[src/rtl/multi_debouncer.sv]
// multi_debouncer: N-channel synchroniser, debounce filter, edge and long-press event generator
module multi_debouncer #(
  parameter int N_CH         = 4,
  parameter int STABLE_COUNT = 3,
  parameter int HOLD_COUNT   = 0,
  parameter bit RST_VAL      = 1'b0
) (
  input  logic            clk,
  input  logic            rst,
  input  logic [N_CH-1:0] noisy_in,
  output logic [N_CH-1:0] clean_out,
  output logic [N_CH-1:0] rise_pulse,
  output logic [N_CH-1:0] fall_pulse,
  output logic [N_CH-1:0] hold_out,
  output logic [N_CH-1:0] hold_pulse
);
  localparam int SW = $clog2(STABLE_COUNT + 1);
  localparam logic [SW-1:0] S_LAST = SW'(STABLE_COUNT - 1);
  for (genvar i = 0; i < N_CH; i++) begin : g_ch
    logic sync0, sync1, clean, rise, fall, qual, clean_nxt;
    logic [SW-1:0] cnt;
    assign qual      = (sync1 != clean) && (cnt == S_LAST);
    assign clean_nxt = qual ? sync1 : clean;
    // synchronise the raw input, qualify disagreement run length, emit edge events
    always_ff @(posedge clk or posedge rst)
      if (rst) begin
        sync0 <= RST_VAL;
        sync1 <= RST_VAL;
        clean <= RST_VAL;
        cnt   <= '0;
        rise  <= 1'b0;
        fall  <= 1'b0;
      end else begin
        sync0 <= noisy_in[i];
        sync1 <= sync0;
        clean <= clean_nxt;
        cnt   <= (sync1 == clean || qual) ? '0 : cnt + SW'(1);
        rise  <= qual && sync1;
        fall  <= qual && !sync1;
      end
    assign clean_out[i]  = clean;
    assign rise_pulse[i] = rise;
    assign fall_pulse[i] = fall;
    if (HOLD_COUNT > 0) begin : g_hold
      localparam int HW = $clog2(HOLD_COUNT + 1);
      localparam logic [HW-1:0] H_LAST = HW'(HOLD_COUNT - 1);
      logic [HW-1:0] hcnt;
      logic hold, hpulse, fire;
      assign fire = clean_nxt && clean && !hold && (hcnt == H_LAST);
      // time the high level and latch a long-press until the debounced level falls
      always_ff @(posedge clk or posedge rst)
        if (rst) begin
          hcnt   <= '0;
          hold   <= 1'b0;
          hpulse <= 1'b0;
        end else begin
          hcnt   <= !clean_nxt ? '0 : (clean && !hold) ? hcnt + HW'(1) : hcnt;
          hold   <= clean_nxt && (hold || fire);
          hpulse <= fire;
        end
      assign hold_out[i]   = hold;
      assign hold_pulse[i] = hpulse;
    end else begin : g_no_hold
      assign hold_out[i]   = 1'b0;
      assign hold_pulse[i] = 1'b0;
    end
  end
endmodule

[config.mk]
export PLATFORM = sky130hd
export DESIGN_NAME = multi_debouncer
export DESIGN_NICKNAME = d
export VERILOG_FILES = /design/src/rtl/multi_debouncer.sv
export SDC_FILE = /design/constraint.sdc
export NUM_CORES = 1
export LEC_CHECK = 0
export CAP_MARGIN = 20
export CORE_UTILIZATION = 51
export DETAILED_ROUTE_END_ITERATION = 6
export PLACE_DENSITY = 0.88
export SLEW_MARGIN = 20
export SYNTH_ARGS = -nofsm -noshare
export SYNTH_HDL_FRONTEND = slang
export SYNTH_SLANG_ARGS = --single-unit
[constraint.sdc]
create_clock -name clk -period 2.27 [get_ports clk]
set_input_delay 0.454 -clock clk [delete_from_list [all_inputs] [get_ports clk]]
set_output_delay 0.454 -clock clk [all_outputs]
set_load 0.03 [all_outputs]
==> results of run 1 <==
-- sequential cells by signal, indices dropped and copies added (netlist names) --
register / cells
g_ch.rise: 4
g_ch.sync0: 4
g_ch.sync1: 4
g_ch.fall: 4
g_ch.clean: 4
g_ch.cnt: 8
-- per-layer routing --
metal	wire length, um	vias up	global-route usage, %
met5	0	-	0
met1	533	280	14.8
li1	-	274	-
met3	57	0	3.77
met2	692	18	22.3
met4	0	0	2.94
-- cell families after synthesis --
group,Yosys count
AND/OR/NAND/NOR,20
XOR/XNOR,4
buffers and inverters,29
flip-flops,28
adder cells (fa/ha/maj),4
other,1
AO/OA/AOI/OAI,4
-- stage by stage --
stage | cells | total power, mW | area, um2 | utilization (%) | worst slack (ns)
final | 126 | 1.42 | 1230 | 62.2 | 0.384
after global routing | 126 | 1.52 | 1230 | 62.2 | 0.316
after CTS | 126 | 1.44 | 1230 | 62.2 | 0.375
after detailed placement | 122 | 1.13 | 1180 | 59.6 | 0.749
after global placement | 122 | 1.09 | 1180 | 59.6 | 0.768
after floorplan | 97 | 1.04 | 1120 | - | 1.24
-- power by group --
group | internal, mW | switching [mW]
Clock | 0.178 | 0.133
Combinational | 0.183 | 0.256
Sequential | 0.605 | 0.0665
-- final cells by class --
cell class / count / area share [%]
tap: 27 / 2.74
multi-input combinational: 40 / 19.1
inverter: 9 / 2.74
sequential: 28 / 56.8
timing repair buffer: 18 / 14.4
clock buffer: 3 / 1.83
clock inverter: 1 / 2.43
-- final timing paths --
| kind | startpoint | to | slack [ns] | depth (start not counted) |
|---|---|---|---|---|
| hold reg to reg | g_ch[2].sync0 | g_ch[2].sync1 | 0.36 | 0 |
| setup / recovery | g_ch[0].clean | clean_out[0] | 0.38 | 1 |
| max in group asynchronous | rst | g_ch[3].cnt[0] | 1.53 | 3 |
| min in group asynchronous | rst | g_ch[1].clean | 0.49 | 3 |
| hold / removal | g_ch[2].sync0 | g_ch[2].sync1 | 0.36 | 0 |
| setup reg to reg | g_ch[3].cnt[0] | g_ch[3].clean | 1.28 | 4 |
-- placed cells by master, fill, tap and decap left out --
master           synthesis  routed
ha_1                     4       4
nand2_1                  4       4
dfrtp_1                 28      28
clkbuf_4                 0       3
bufinv_16                0       1
conb_1                   1       8
buf_4                   20       1
clkdlybuf4s50_1          0      17
nor2_1                   4       4
xnor2_1                  4       4
nor3_1                   8       8
inv_1                    9       9
o21ai_0                  4       4
nor3b_1                  4       4
==> metrics.txt, run 1 <==
CTS root buffer clkbuf_4; mux contribution to synthesized area 0%; FF/Latch Area about 700 um2; CORE AREA roughly 2000 um2; post-synth top area cell dfrtp_1; Vias/cell approximately 4.5; post-synthesis instance total 90; clk buf depth 2; CTS tree done; RSZ-0062 raised after global routing no; initial antenna violation count 0; Post-synth EDFFs 0; clock transition at the registers of the reported paths around 0.14 ns; die extent in y around 48 um; power density cells 1150 nW/um2; Iteration-0 DRC Markers 10; Slowest cell on crit path clkdlybuf4s50_1; wire per inst about 10 um; synthesized cell area around 1100 um2; Total GRT Usage between 10 and 15%; Initial Utilization a little under three fifths; #FFs+latches synth 28; Final Skew 0.00499 ns; family with the most delay on the worst path buffers and inverters; Clock Sinks 28; Hold-fix buffers, CTS 0; VDD IR max 0.000622 V; GPL Wtd Cong approximately 0.75; final net count 110; n_diodes 0; vias after detailed routing 572; minimum clock period 1.89 ns; top-count cell post-synth dfrtp_1; number of buffers added on ports 17; I/O pin count 26; Startpoint Class flip-flop; outcome finished, final reports clean; Area Growth Syn to Fin 12.8%; Max Freq 0.530 GHz; Synth Area in Adders around 4.6%; most frequent cells after synthesis dfrtp_1, buf_4, inv_1; DRT Pass-1 Iters 4; number of global-route vias before repair between 500 and 600; clk_lat worst skew 0.32 ns; Synth Warn # 0; Worst Path Arrival about 1.4 ns; CTS buffer count 3; CP Cell Sequence clkdlybuf4s50_1; endpoints failing setup 0; crit end category primary output; worst-path fanout max 4; Post-Synth Simple-Gate Area a little under a tenth; Die X between 40 and 50 um; post-CTS sizing 0; worst hold path class reg2reg; Distinct cells, synth 11; Routed WL 1280 um; sequential fraction of the synthesis area about 64%; Post-Synth XOR/XNOR Area between 3 and 4%; CP max stage delay between 0.6 and 0.7 ns; synth top area cells dfrtp_1, buf_4, ha_1; Fillers around 160; largest family of logic cells by synthesized area buffers and inverters; antenna viol nets, final 0; post-synthesis async set-or-reset flop share 100%; Synth Area in Compound Gates roughly 1.8%; footprint of the multi-input gates roughly 240 um2; WP data required about 1.8 ns; setup tns final 0 ns; Hold Worst Slack 0.360 ns; Slew Viols, Final 0; Final Cycle Share 83.1%; GR Overflow Total 0; critical path type reg2out; die area 2330 um2; DRC violations left 0; Avg Cell Area, Syn ~12 um2; share of the synthesized area in the top cell type about 64%; DP Wirelength around 970 um; Synth Flop Type dfrtp_1; largest net degree at the start of global routing 29; Crit path buffers/inverters 1; Final Hold Viols 0; # H-tree levels 1; wire length of the first global-routing pass 2230 um; Site Rows 16; Leak slightly below 0.6 nW; number of post-CTS setup repair buffers 0; Max Cap Violations 0; ratio of cells with drive above 1 in the final layout under 10%
Power figures use the tool's default switching activity.
==> run 2: changes to the inputs <==
--- a/config.mk
+++ b/config.mk
@@ -6,9 +6,9 @@
 export NUM_CORES = 1
 export LEC_CHECK = 0
 export CAP_MARGIN = 20
-export CORE_UTILIZATION = 51
+export CORE_UTILIZATION = 43
 export DETAILED_ROUTE_END_ITERATION = 6
-export PLACE_DENSITY = 0.88
+export PLACE_DENSITY = 0.79
 export SLEW_MARGIN = 20
 export SYNTH_ARGS = -nofsm -noshare
 export SYNTH_HDL_FRONTEND = slang
==> constraint.sdc (replaced) <==
create_clock -name clk -period 1.7 [get_ports clk]
set_input_delay 0.34 -clock clk [delete_from_list [all_inputs] [get_ports clk]]
set_output_delay 0.34 -clock clk [all_outputs]
set_load 0.03 [all_outputs]
==> run 2 against run 1 <==
Compared with the run above:
- count of clock-buffer cells in the layout increased by 1
- utilization shrank 8.5 points
- critical path type unchanged
- cell area did not move
- sequential share of layout area did not move
==> metrics.txt, run 2 (synthesis gave the netlist of run 1 again) <==
Worst Path Arrival 1.16 ns; clk_lat worst skew ~0.32 ns; Clock Sinks 28; ratio of cells with drive above 1 in the final layout a little over 5%; Startpoint Class flip-flop; worst hold path class in2async; I/O pin count 26; Tot Pwr ~1.8 mW; family with the most delay on the worst path flip-flops; final net count between 100 and 150; clock transition at the registers of the reported paths 0.15 ns; antenna viol nets, final 0; vias after detailed routing between 500 and 600; Reg with most FFs g_ch.cnt; largest net degree at the start of global routing 29; VDD IR max roughly 0.00071 V; Crit path buffers/inverters 1; CTS tree done; CTS buffer count 3; number of global-route vias before repair just over 500; Switching Fraction 34.5%; critical path type reg2out; DRT Pass-1 Iters 2; clk buf depth 2; GPL Wtd Cong 0.703; GR Overflow Total 0; die extent in y roughly 52 um; CORE AREA 2300 um2; power density cells about 1400 nW/um2; DP Wirelength approximately 900 um; # H-tree levels 1; Max Cap Violations 0; n_diodes 0; Clock Power Share 18.0%; Hold-fix buffers, CTS 0; CP Cell Sequence dlygate4sd2_1; DP Cell Count ~120; Area Growth Syn to Fin 12.8%; most frequent cells in the layout dfrtp_1, inv_1, nor3_1, conb_1, dlymetal6s2s_1; wire length of the first global-routing pass 2140 um; Routed WL roughly 1300 um; Vias/cell approximately 4.3; setup tns final 0 ns; Slowest cell on crit path dfrtp_1; crit end category primary output; max FFs per register 8; outcome finished, final reports clean; Final Skew about 0.0086 ns; CP max stage delay between 0.4 and 0.5 ns; RSZ-0062 raised after global routing no; minimum clock period ~1.5 ns; Max Freq around 0.67 GHz; fin worst setup slack about 0.20 ns; sequential power share roughly 51%; Final Cycle Share around nine tenths; endpoints failing setup 0; commonest non-fill, non-tap cell in the layout dfrtp_1; Die X 52.4 um; post-CTS sizing 4; number of buffers added on ports 17; Comb power frac a little over 30%; Leak between 0.7 and 0.8 nW; worst-path fanout max 4; die area 2750 um2; number of post-CTS setup repair buffers 0; internal power approximately 1.1 mW; Total GRT Usage roughly 11%; initial antenna violation count 0; CTS root buffer clkbuf_4; Place WS between 0.2 and 0.3 ns; Switching Power roughly 0.60 mW; Iteration-0 DRC Markers 1; Site Rows 17; DRC violations left 0; non-filler cells, final approximately 130; Slew Viols, Final 0; Final Hold Viols 0; WP data required roughly 1.4 ns; wire per inst approximately 10 um; Initial Utilization between 40% and 50%
==> run 2: cell count changes in the layout (fill, tap and decap cells not counted) <==
cell,delta
bufinv_16,-1
clkbuf_8,+1
clkdlybuf4s50_1,-12
dlygate4sd2_1,+4
dlymetal6s2s_1,+8
==> run 2: final timing paths <==
kind                                      from              to  slack (ns)  depth (start not counted)
worst max-delay path             g_ch[3].clean    clean_out[3]        0.20                          1
worst min-delay path                       rst   g_ch[3].sync0        0.36                          3
worst max register to register  g_ch[2].cnt[0]   g_ch[2].clean        0.73                          4
worst min register to register   g_ch[3].sync0   g_ch[3].sync1        0.37                          0
max in group asynchronous                  rst  g_ch[1].cnt[0]        1.08                          3
min in group clk                 g_ch[3].sync0   g_ch[3].sync1        0.37                          0
==> run 2: metal layers <==
metal	GRT usage, %	routed length, um
met4	6.58	10
met3	3.48	63
met5	0	0
met1	14.4	626
met2	16.7	570
==> run 2: final cells by class <==
cell class / count / area, um2
Fill cell: 216 / 1060
Sequential cell: 28 / 701
Multi-Input combinational cell: 40 / 235
Timing Repair Buffer: 18 / 193
Clock buffer: 4 / 36.3
Tap cell: 28 / 35.0
Inverter: 9 / 33.8
==> run 2: power by group through the flow <==
stage,logic (mW),registers [mW],clock network [mW]
final,0.542,0.894,0.315
after global routing,0.609,0.913,0.354
after CTS,0.554,0.896,0.322
after detailed placement,0.583,0.913,0
after global placement,0.559,0.900,0
after floorplan,0.500,0.892,0
==> run 2: worst register-to-register path, delay by kind of cell (launching register included) <==
family / cells / cell delay, ns
DFF: 1 / 0.37
adders and majority gates: 1 / 0.24
and+or+nand+nor: 1 / 0.10
AOI/OAI and AO/OA: 1 / 0.10
buffers and inverters: 1 / 0.05
==> run 2: through the flow <==
step	utilization, %	area, um2	hold slack [ns]
floorplan	-	1120	0.331
global placement	51.5	1180	0.337
detailed placement	51.5	1180	0.336
CTS	52.8	1210	0.368
global route	53.7	1230	0.379
finish	53.7	1230	0.362
